$ cat src/rtl/prach_ditfft3_comb.sv
// Radix-3 DIT combining stage: serial (a, s = x1+x2, d = x1-x2) triples in,
// X0/X1/X2 out as a three-cycle burst, with one shared constant multiplier.
module prach_ditfft3_comb #(
  parameter int C_SQRT3_2 = 113512
) (
  input  logic               clk,
  input  logic               rst_n,
  input  logic signed [17:0] din_dr,
  input  logic signed [17:0] din_di,
  input  logic               din_dv,
  input  logic               sync_in,
  output logic signed [17:0] dout_dr,
  output logic signed [17:0] dout_di,
  output logic               dout_dv,
  output logic               sync_out
);

  localparam logic signed [17:0] COEF = 18'(C_SQRT3_2);

  // Handshake: din_dv qualifies a sample in the cycle it is high; there is no
  // ready, the block accepts every valid sample. dout_dv marks each output
  // sample; there is no backpressure on the output.

  logic [1:0]         pos;
  logic signed [17:0] a_r, a_i, s_r, s_i;
  logic signed [17:0] wa_r, wa_i, ws_r, ws_i, wd_r, wd_i;
  logic [3:0]         ph;
  logic               launch;
  logic signed [35:0] prod, pr_q, pi_q;
  logic signed [36:0] m_r_q, m_i_q;

  function automatic logic signed [17:0] sat19(input logic signed [18:0] v);
    logic signed [17:0] r;
    if (v > 19'sd131071)       r = 18'sd131071;
    else if (v < -19'sd131072) r = 18'sh20000;
    else                       r = v[17:0];
    return r;
  endfunction

  // Round half toward +inf at bit 17, then clamp to the 18-bit range.
  function automatic logic signed [17:0] rnd_sat(input logic signed [37:0] v);
    logic signed [37:0] t;
    logic signed [20:0] q;
    logic signed [17:0] r;
    t = v + 38'sd65536;
    q = t[37:17];
    if (q > 21'sd131071)       r = 18'sd131071;
    else if (q < -21'sd131072) r = 18'sh20000;
    else                       r = q[17:0];
    return r;
  endfunction

  // A sync_in at pos 2 restarts the triple instead of launching it.
  assign launch = din_dv && !sync_in && (pos == 2'd2);

  always_ff @(posedge clk or negedge rst_n) begin
    if (!rst_n) begin
      pos  <= 2'd0;
      a_r  <= '0; a_i  <= '0; s_r  <= '0; s_i  <= '0;
      wa_r <= '0; wa_i <= '0; ws_r <= '0; ws_i <= '0;
      wd_r <= '0; wd_i <= '0;
    end else if (din_dv) begin
      if (sync_in || pos == 2'd0) begin
        a_r <= din_dr;
        a_i <= din_di;
        pos <= 2'd1;
      end else if (pos == 2'd1) begin
        s_r <= din_dr;
        s_i <= din_di;
        pos <= 2'd2;
      end else begin
        // Working copies free the capture registers for the next triple.
        wa_r <= a_r;  wa_i <= a_i;
        ws_r <= s_r;  ws_i <= s_i;
        wd_r <= din_dr;
        wd_i <= din_di;
        pos  <= 2'd0;
      end
    end
  end

  // ph[k] is high k+1 cycles after a launch; launches are >= 3 apart.
  logic signed [17:0] mul_op;
  logic signed [35:0] coef_x, mul_x;
  logic signed [36:0] m_r_c, m_i_c;

  assign mul_op = ph[0] ? wd_i : wd_r;
  assign coef_x = {{18{COEF[17]}}, COEF};
  assign mul_x  = {{18{mul_op[17]}}, mul_op};
  assign m_r_c  = {{2{wa_r[17]}}, wa_r, 17'd0} - {{3{ws_r[17]}}, ws_r, 16'd0};
  assign m_i_c  = {{2{wa_i[17]}}, wa_i, 17'd0} - {{3{ws_i[17]}}, ws_i, 16'd0};

  always_ff @(posedge clk or negedge rst_n) begin
    if (!rst_n) begin
      ph    <= '0;
      prod  <= '0;
      pr_q  <= '0;
      pi_q  <= '0;
      m_r_q <= '0;
      m_i_q <= '0;
    end else begin
      ph   <= {ph[2:0], launch};
      prod <= coef_x * mul_x;
      if (ph[0]) begin
        m_r_q <= m_r_c;
        m_i_q <= m_i_c;
      end
      if (ph[1]) pr_q <= prod;
      if (ph[2]) pi_q <= prod;
    end
  end

  logic signed [37:0] mr_x, mi_x, pr_x, pi_live_x, pi_q_x;
  logic signed [17:0] x0_r, x0_i, x1_r, x1_i, x2_r, x2_i;

  assign mr_x      = {m_r_q[36], m_r_q};
  assign mi_x      = {m_i_q[36], m_i_q};
  assign pr_x      = {{2{pr_q[35]}}, pr_q};
  assign pi_live_x = {{2{prod[35]}}, prod};
  assign pi_q_x    = {{2{pi_q[35]}}, pi_q};

  assign x0_r = sat19({wa_r[17], wa_r} + {ws_r[17], ws_r});
  assign x0_i = sat19({wa_i[17], wa_i} + {ws_i[17], ws_i});
  assign x1_r = rnd_sat(mr_x + pr_x);
  assign x1_i = rnd_sat(mi_x - pi_live_x);
  assign x2_r = rnd_sat(mr_x - pr_x);
  assign x2_i = rnd_sat(mi_x + pi_q_x);

  always_ff @(posedge clk or negedge rst_n) begin
    if (!rst_n) begin
      dout_dr  <= '0;
      dout_di  <= '0;
      dout_dv  <= 1'b0;
      sync_out <= 1'b0;
    end else begin
      dout_dv  <= |ph[3:1];
      sync_out <= ph[1];
      if (ph[1]) begin
        dout_dr <= x0_r;
        dout_di <= x0_i;
      end else if (ph[2]) begin
        dout_dr <= x1_r;
        dout_di <= x1_i;
      end else if (ph[3]) begin
        dout_dr <= x2_r;
        dout_di <= x2_i;
      end else begin
        dout_dr <= '0;
        dout_di <= '0;
      end
    end
  end

endmodule
$ cat config.mk
export PLATFORM = sky130hd
export DESIGN_NAME = prach_ditfft3_comb
export DESIGN_NICKNAME = d
export VERILOG_FILES = /design/src/rtl/prach_ditfft3_comb.sv
export SDC_FILE = /design/constraint.sdc
export NUM_CORES = 1
export LEC_CHECK = 0
export CAP_MARGIN = 20
export CORE_MARGIN = 8
export CORE_UTILIZATION = 35
export DETAILED_ROUTE_END_ITERATION = 10
export PLACE_DENSITY = 0.5
export SYNTH_ARGS = -nofsm -noshare
export SYNTH_HDL_FRONTEND = slang
export SYNTH_SLANG_ARGS = --single-unit
$ cat constraint.sdc
create_clock -name clk -period 20 [get_ports clk]
set_input_delay 6 -clock clk [delete_from_list [all_inputs] [get_ports clk]]
set_output_delay 6 -clock clk [all_outputs]
set_load 0.02 [all_outputs]
==> results.yml <==
sta:
  period_needed_ps: 8010
  max_freq_ghz: 0.125
  tns_ps: 0
  slew_violations: 0
  rsz0062_at_grt: "no"
  skew_ps: 15.6
  hold_viol: 0
  setup_viol: 0
  slew-limit-headroom_pct: 25.2
  tightest_slew_ps: 1120
  timing.final.crit_share_pct: 40.1
global_route:
  grt_util_met3_pct: 1.56
  grt_pass1_wl_mm: 125
  gr-max-usage-layer: "met2"
  grt_max_degree: 84
  grt_overflow_total: 0
  met2_usage_pct: 29.9
  grt_usage_pct: 17.4
  met1_usage_pct: 23.6
  grt_pass1_vias: 21500
  antenna_found_initial: 2
run:
  cap_violations: 0
synth:
  synth_area_mm2: 0.0286
  ys_async_sr_fraction_pct: 100
  synth_top_family_by_area: "adder cells"
  seq_area_frac_synth_pct: 30.5
  synth_xor_area_share_pct: 5.72
  synth_compound_area_share_pct: 14.4
  synth.area.mux_share_pct: 10.3
  yosys_warnings: 0
  syn-instance-count: 2869
  synth_ff_type: "dfrtp_1"
  synth-simple-area-share_pct: 11.2
  synth_area_per_cell_um2: 9.98
  yosys.area_share.adder_pct: 21.4
  ys_ff_latch: 349
  synth_nets: 3313
  synth_edf_count: 0
  synth_cell_type_count: 115
placement:
  portBuffers: 77
  dp_cells: 3951
  hpwl_mm: 65.0
  gp_congestion: 0.876
detailed_routing:
  first_pass_iters: 6
  drt_iter0_markers: 1269
  wl_per_cell_um: 19.7
  viasPerCell: 5.18
  wirelength_mm: 79.3
  vias: 20900
  detail-route-antenna-nets: 0
  route.detailed.drc: 0
floorplanning:
  coreArea_mm2: 0.0816
  start_util_pct: 35.1
  die_area_mm2: 0.0912
  io_pins: 78
  row_count: 105
  die_height_um: 302
  die_w_um: 302
critical_path:
  crit_path_end_kind: "flop"
  crit_arrival_ps: 8460
  worst_setup_path_start_kind: "primary input"
  path_class: "in -> reg"
  worstPathRequired_ps: 20450
  cp_max_fo: 74
status:
  status: "complete, no violations"
clock_tree:
  holdBufCountCts: 0
  cts-root-buf: "clkbuf_16"
  cts_max_level: 2
  numCtsBuffers: 40
  cts_resized: 0
  post_cts_buffers: 0
  clk_latency_ps: 560
  cts_buffer_depth: 3
  cts_tree: "done"
  clkTransAtPathRegs_ps: 60
  cts_sinks: 349
hold_path:
  hp-class: "reg -> reg"
layout:
  final_cells: 4025
  syn_to_final_growth_pct: 11.2
  final_net_count: 3367
  fillers: 8029
  drive_gt1_share_pct: 14.7
==> layer usage <==
metal | routed length [µm] | part of all wire, % | vias to the layer above
li1 | - | - | 10100
met3 | 2390 | 3.0 | 90
met4 | 2040 | 2.6 | 0
met2 | 37900 | 48 | 353
met1 | 37000 | 47 | 10300
met5 | 0 | 0 | -
==> kinds of logic (layout without fill, tap and decap cells) <==
group / Yosys count / count (layout)
and+or+nand+nor: 606 / 606
DFF: 349 / 349
other: 0 / 1
muxes: 263 / 263
adders and majority gates: 405 / 405
AOI/OAI and AO/OA: 608 / 608
xor gates and xnor gates: 186 / 186
buffers and inverters: 452 / 537
==> worst max-delay path: stages <==
cell,delay [ps]
clkdlybuf4s50_1,570
nand3b_1,140
buf_4,420
buf_4,830
mux2_2,420
==> metrics by stage <==
stage	instance area [µm²]	util, %	hold slack [ps]	setup WS [ps]
5_1_grt	31800	39.0	487	11530
3_5_place_dp	30400	37.3	449	11390
4_1_cts	31800	39.0	459	11990
2_1_floorplan	28600	-	352	12070
6_report	31800	39.0	464	11990
3_3_place_gp	30400	37.3	450	11420
==> registers in the layout (all words and copies together) (netlist names) <==
register,cells
a_i,18
ws_r,18
prod,33
dout_dv,1
wa_i,18
m_i_q,20
wa_r,18
dout_di,18
s_i,18
ph,4
a_r,18
dout_dr,18
wd_i,18
ws_i,18
pr_q,33
pos,2
m_r_q,20
wd_r,18
pi_q,20
s_r,18
==> cells in the final DEF (no fill, tap or decap), drive strengths merged, types with 50 or more instances in the layout <==
cell / synthesis / layout
clkbuf: 54 / 50
a21oi: 180 / 180
o21ai: 118 / 118
xnor2: 115 / 115
inv: 373 / 376
a21o: 54 / 54
clkdlybuf4s50: 0 / 76
nand3: 57 / 57
ha: 261 / 261
dfrtp: 349 / 349
nand2: 146 / 146
nor3: 58 / 58
fa: 143 / 143
mux2: 256 / 256
xor2: 71 / 71
nor2: 143 / 143
==> synth_stat cells (13+ instances only) <==
cell	n	area share [%]
o31ai_1	14	0.37
a31oi_1	35	0.76
o21a_1	16	0.42
a211oi_1	23	0.60
xor2_1	70	2.1
a21oi_1	166	2.9
ha_1	261	11
inv_1	373	4.9
nand2b_1	19	0.42
a21o_1	52	1.4
o211ai_1	17	0.45
nor2b_1	24	0.52
a21oi_2	14	0.43
mux2_2	256	10
nor3_1	55	0.96
a21boi_0	14	0.37
xnor2_1	115	3.5
nand3_1	54	0.94
a22oi_1	25	0.66
and3_1	21	0.46
or3_1	24	0.52
nand4_1	14	0.31
dfrtp_1	349	31
o21ai_0	110	1.9
nor2_1	143	1.9
o21bai_1	13	0.34
nand2_1	146	1.9
fa_1	143	10
clkbuf_1	48	0.63
==> cell type report <==
class / count / area (µm²) / share of cell area [%]
diodes: 1 / 2.50 / 0.00786
well taps: 1070 / 1340 / 4.21
multi-input cells: 2068 / 18100 / 56.8
clock inverters: 23 / 302 / 0.948
flip-flops and latches: 349 / 8740 / 27.5
repair buffers: 91 / 881 / 2.77
inverters: 373 / 1400 / 4.40
clock buffers: 50 / 1090 / 3.42
==> final timing paths <==
check                           startpoint        to  slack, ps  depth (start not counted)
worst max-delay path               sync_in   wd_i[5]      11990                          5
worst min-delay path                pos[0]     ph[0]        460                          1
worst max register to register       ph[0]  prod[35]      12080                         23
worst min register to register      pos[0]     ph[0]        460                          1
max in group asynchronous            rst_n   s_i[12]      12380                          3
min in group asynchronous            rst_n  pr_q[33]       5440                          1
Power is not shown: default switching activity piles up to over one toggle a cycle in this logic, so the estimate is an artifact.
